<file path="src/rtl/sdram_read_arbiter.sv">
// Round-robin read arbiter in front of a single-port SDRAM read model.
// Only one read is in flight at a time: IDLE -> ISSUE -> WAIT -> RESP.
module sdram_read_arbiter #(
    parameter int NREQ    = 2,
    parameter int ADDR_W  = 32,
    parameter int DATA_W  = 32,
    parameter int TIMEOUT = 15
) (
    input  logic                     clk,
    input  logic                     rst,
    input  logic [NREQ-1:0]          req_i,
    input  logic [NREQ*ADDR_W-1:0]   req_addr_i,
    output logic [NREQ-1:0]          ack_o,
    output logic                     err_o,
    output logic [DATA_W-1:0]        rdata_o,
    output logic                     busy_o,
    output logic                     mem_read_o,
    output logic [ADDR_W-1:0]        mem_addr_o,
    input  logic [DATA_W-1:0]        mem_data_i,
    input  logic                     data_valid_i
);

    localparam int IDX_W = $clog2(NREQ);
    localparam int CNT_W = $clog2(TIMEOUT + 1);
    localparam logic [IDX_W:0]   NREQ_C = NREQ[IDX_W:0];
    localparam logic [CNT_W-1:0] TO_C   = CNT_W'(TIMEOUT);

    typedef enum logic [1:0] {IDLE, ISSUE, WAIT, RESP} state_t;

    state_t               state_q, state_d;
    logic [IDX_W-1:0]     rr_ptr_q, rr_ptr_d;
    logic [IDX_W-1:0]     gnt_q, gnt_d;
    logic [CNT_W-1:0]     wait_cnt_q, wait_cnt_d;
    logic [NREQ-1:0]      ack_q, ack_d;
    logic                 err_q, err_d;
    logic [DATA_W-1:0]    rdata_q, rdata_d;
    logic                 mem_read_q, mem_read_d;
    logic [ADDR_W-1:0]    mem_addr_q, mem_addr_d;

    logic                 found;
    logic [IDX_W-1:0]     pick;
    logic [IDX_W:0]       idx;
    logic [ADDR_W-1:0]    sel_addr;

    // Scan rr_ptr, rr_ptr+1, ... wrapping at NREQ; first requester found wins.
    always_comb begin
        found = 1'b0;
        pick  = '0;
        idx   = '0;
        for (int k = 0; k < NREQ; k++) begin
            idx = {1'b0, rr_ptr_q} + k[IDX_W:0];
            if (idx >= NREQ_C) idx = idx - NREQ_C;
            if (!found && req_i[idx[IDX_W-1:0]]) begin
                found = 1'b1;
                pick  = idx[IDX_W-1:0];
            end
        end
        sel_addr = req_addr_i[pick*ADDR_W +: ADDR_W];
    end

    always_comb begin
        state_d    = state_q;
        rr_ptr_d   = rr_ptr_q;
        gnt_d      = gnt_q;
        wait_cnt_d = wait_cnt_q;
        ack_d      = '0;
        err_d      = err_q;
        rdata_d    = rdata_q;
        mem_read_d = 1'b0;
        mem_addr_d = mem_addr_q;
        unique case (state_q)
            IDLE: begin
                if (found) begin
                    gnt_d      = pick;
                    mem_addr_d = {sel_addr[ADDR_W-1:2], 2'b00};
                    mem_read_d = 1'b1;
                    state_d    = ISSUE;
                end
            end
            ISSUE: begin
                wait_cnt_d = '0;
                state_d    = WAIT;
            end
            WAIT: begin
                // Timeout fires on the TIMEOUT-th WAIT cycle without data_valid.
                if (data_valid_i) begin
                    rdata_d = mem_data_i;
                    err_d   = 1'b0;
                    ack_d   = NREQ'(1) << gnt_q;
                    state_d = RESP;
                end else begin
                    wait_cnt_d = wait_cnt_q + 1'b1;
                    if (wait_cnt_q + 1'b1 == TO_C) begin
                        err_d   = 1'b1;
                        ack_d   = NREQ'(1) << gnt_q;
                        state_d = RESP;
                    end
                end
            end
            RESP: begin
                rr_ptr_d = (gnt_q == IDX_W'(NREQ - 1)) ? '0 : gnt_q + 1'b1;
                state_d  = IDLE;
            end
            default: state_d = IDLE;
        endcase
    end

    always_ff @(posedge clk) begin
        if (rst) begin
            state_q    <= IDLE;
            rr_ptr_q   <= '0;
            gnt_q      <= '0;
            wait_cnt_q <= '0;
            ack_q      <= '0;
            err_q      <= 1'b0;
            rdata_q    <= '0;
            mem_read_q <= 1'b0;
            mem_addr_q <= '0;
        end else begin
            state_q    <= state_d;
            rr_ptr_q   <= rr_ptr_d;
            gnt_q      <= gnt_d;
            wait_cnt_q <= wait_cnt_d;
            ack_q      <= ack_d;
            err_q      <= err_d;
            rdata_q    <= rdata_d;
            mem_read_q <= mem_read_d;
            mem_addr_q <= mem_addr_d;
        end
    end

    assign ack_o      = ack_q;
    assign err_o      = err_q;
    assign rdata_o    = rdata_q;
    assign busy_o     = (state_q != IDLE);
    assign mem_read_o = mem_read_q;
    assign mem_addr_o = mem_addr_q;

endmodule

</file>
<file path="config.mk">
export PLATFORM = sky130hd
export DESIGN_NAME = sdram_read_arbiter
export DESIGN_NICKNAME = d
export VERILOG_FILES = /design/src/rtl/sdram_read_arbiter.sv
export SDC_FILE = /design/constraint.sdc
export NUM_CORES = 1
export LEC_CHECK = 0
export CAP_MARGIN = 0
export CORE_MARGIN = 8
export CORE_UTILIZATION = 40
export CTS_BUF_LIST = sky130_fd_sc_hd__clkbuf_2 sky130_fd_sc_hd__clkbuf_4 sky130_fd_sc_hd__clkbuf_8
export DETAILED_ROUTE_END_ITERATION = 7
export GPL_ROUTABILITY_DRIVEN = 0
export PLACE_DENSITY = 0.83
export RECOVER_POWER = 50
export SLEW_MARGIN = 30
export SYNTH_ARGS = -nofsm -noshare
export SYNTH_HDL_FRONTEND = slang
export SYNTH_SLANG_ARGS = --single-unit
</file>
<file path="constraint.sdc">
create_clock -name clk -period 2.1 [get_ports clk]
set_clock_uncertainty 0.15 [all_clocks]
set_input_delay 0.315 -clock clk [delete_from_list [all_inputs] [get_ports clk]]
set_output_delay 0.315 -clock clk [all_outputs]
set_load 0.02 [all_outputs]
</file>
==> results.md <==
* Final period util at 88.4%
* Cts repair resizes at 1
* Final Max Slew Viols at 0
* Clock tree root buffer cell: clkbuf_8
* Area of the multi-input gates at 1480 um2
* Multiplexer share of the synthesized area at 10.2%
* Die Width at 105 um
* Drt wl/cell at 14.8 um
* Post-synthesis xor/xnor area fraction at 0%
* Library cells used by synthesis at 34
* CTS tree: yes
* Number of antenna violations at the first check in global routing at 0
* Max Root-Sink Buffers at 2
* Final WL at 9060 um
* Reg area at 1480 um2
* Clock transition at path regs at 0.09 ns
* Clk Latency, worst-skew pair at 0.35 ns
* Post-Synth Adder-Cell Area at 2.39%
* Unrepaired setup endpoints after global routing: no
* Crit Path Class: reg -> out
* Layout cells sized above 1 at 8.22%
* Area delta synth->final at 60.8%
* Avg Inst Size Synth at 8.97 um2
* # fillers at 642
* Static leakage at 0.00210 uW
* Cell Area, Placed at 4860 um2
* Crit path max fanout at 4
* Die Ht at 105 um
* Critical Path RT at 1.63 ns
* Worst VDD drop at 0.000477 V
* Io pins at 170
* H-tree depth at 3
* Yosys warns at 0
* Max Fclk at 0.539 GHz
* Row Count at 32
* CORE AREA at 7690 um2
* Port buffer count at 163
* Synth Area in Compound Gates at 17.8%
* Hold buffer count at CTS at 0
* DP HPWL at 6850 um
* Status: finished clean
* First-pass GRT wire length at 14900 um
* Sink Count at 74
* Largest net degree at the start of global routing at 61
* Largest family of logic cells by synthesized area: compound AO/OA/AOI/OAI gates
* Syn Inst Count at 351
* Synth top area cells: dfxtp_1 (47%), mux2i_1 (10%), nand2_1 (8.0%)
* Remaining Overflow, GRT at 0
* Detailed Routing Iterations Pass 1 at 4
* Nets at 613
* Setup repair bufs after CTS at 0
* Number of global-route vias before repair at 3071
* DP Worst Slack at 0.150 ns
* Via count at 2978
* Flops & latches, synth at 74
* Num CTS Buffers at 9
* Reg2reg setup slack at 0.27 ns
* Clock period minus worst slack at 1.86 ns
* Syn Std Cell Area at 3150 um2
* Synth top area share at 47.1%
* Worst-Margin Slew at 0.525 ns
* CP Capture Type: output pin
* Post-synthesis sequential area ratio at 47.1%
* WP data arrival at 1.39 ns
* MaxCap Viol Count at 0
* Pwr/cell area at 1030 nW/um2
* Slew HR at 65.0%
* GRT Total Usage at 16.4%
* Via/cell ratio at 4.86
* Worst Hold Class: in -> reg
* Post-Synth Simple-Gate Area at 16.3%
* Fin. Hold Viols at 0
* Die area at 11000 um2
* Final ANT Viol Nets at 0
* Initial Util at 40.9%
* Synth area leader: dfxtp_1
* Antenna diodes at 0
* Initial DRC count at 66
* Fin worst setup slack at 0.244 ns
* Design Area, Final at 5060 um2
* Total negative setup slack at 0 ns
* Residual DRC at 0
* Setup violators final at 0
* Crit path launch type: flop
## state kept, by name, summed over array words and instances, names as in the netlist
register and count:
state_q 2, mem_read_o 1, rdata_o 32, rr_ptr_q 1, ack_o 2, err_o 1
mem_addr_o 30, gnt_q 1, wait_cnt_q 4
## cells in the mapped netlist
cell      count
dfxtp_1      74
nand2_1      67
nor2_1       41
a21oi_1      39
mux2i_1      32
a211oi_1     20
buf_2        13
a211oi_2     11
clkbuf_1      7
ha_1          6
inv_1         6
nand2b_1      5
o21ai_0       3
a311oi_1      2
and2_1        2
buf_1         2
buf_12        2
buf_4         2
nor3_1        2
a21o_1        1
a22o_1        1
a31oi_1       1
buf_8         1
conb_1        1
inv_2         1
nand3_1       1
nand3_2       1
nor2_2        1
nor2b_1       1
nor3_2        1
nor4b_1       1
o21ai_1       1
o21ai_4       1
or2_2         1
## critical path, stage by stage, from the launching register on
cell	delay, ns
dfxtp_1	0.36
inv_1	0.09
ha_1	0.24
inv_1	0.16
clkbuf_2	0.21
## worst paths after layout
| check | startpoint | end | cells past startpoint |
|---|---|---|---|
| setup / recovery | state_q[0]$_SDFFE_PP0P_ | busy_o | 4 |
| setup reg to reg | wait_cnt_q[0]$_SDFFE_PP0P_ | state_q[0]$_SDFFE_PP0P_ | 6 |
| hold reg to reg | rdata_o[1]$_SDFFE_PP0P_ | rdata_o[1]$_SDFFE_PP0P_ | 2 |
| hold / removal | rst | mem_read_o$_SDFF_PP0_ | 2 |
## area by class of cell
type                       instances  area share, %
timing repair buffer             170           34.1
multi-input combinational        244           29.2
inverter                           7          0.519
clock inverter                     7           1.85
sequential                        74           29.3
tap                              102           2.52
clock buffer                       9           2.45
## cell usage in the layout, fill, tap and decap left out, types with 2 or more instances in the layout
| cell | synthesis | routed |
|---|---|---|
| clkdlybuf4s50_1 | 0 | 114 |
| dfxtp_1 | 74 | 74 |
| nand2_1 | 67 | 67 |
| dlygate4sd3_1 | 0 | 47 |
| nor2_1 | 41 | 41 |
| a21oi_1 | 39 | 39 |
| mux2i_1 | 32 | 32 |
| a211oi_1 | 20 | 20 |
| a211oi_2 | 11 | 11 |
| clkbuf_8 | 0 | 9 |
| inv_1 | 6 | 6 |
| ha_1 | 6 | 6 |
| nand2b_1 | 5 | 5 |
| buf_12 | 2 | 4 |
| o21ai_0 | 3 | 3 |
| a311oi_1 | 2 | 2 |
| nor3_1 | 2 | 2 |
| conb_1 | 1 | 2 |
| bufinv_16 | 0 | 2 |
| clkinvlp_4 | 0 | 2 |
| clkinv_2 | 0 | 2 |
| buf_4 | 2 | 2 |
## logic make-up after synthesis
family | after synthesis
multiplexers | 32
AO/OA/AOI/OAI | 80
other | 1
flip-flops | 74
adder cells (fa/ha/maj) | 6
AND/OR/NAND/NOR | 124
buffers and inverters | 34
## metrics by stage
| step | power, uW | utilization, % | instances | hold slack [ns] |
|---|---|---|---|---|
| after floorplan | 3130 | - | 352 | 0.291 |
| after global placement | 4090 | 63.2 | 597 | 0.291 |
| after detailed placement | 4160 | 63.2 | 597 | 0.296 |
| after CTS | 5370 | 66.0 | 613 | 0.263 |
| after global routing | 5500 | 65.8 | 613 | 0.280 |
| final | 5190 | 65.8 | 613 | 0.272 |
## power breakdown
group / internal (uW) / total (uW) / leakage, uW / switching (uW)
clock: 666 / 1200 / 0.000105 / 533
sequential: 1730 / 1900 / 0.000606 / 163
combinational: 948 / 2090 / 0.00139 / 1150
total: 3350 / 5190 / 0.00210 / 1840
## layer usage
metal,vias up,GRT usage (%),share of wire (%)
met5,-,0,0
met1,1373,16.2,38
li1,1502,-,-
met2,94,30.2,53
met3,9,6.33,7.6
met4,0,6.73,1.6
Power figures use the tool's default switching activity.
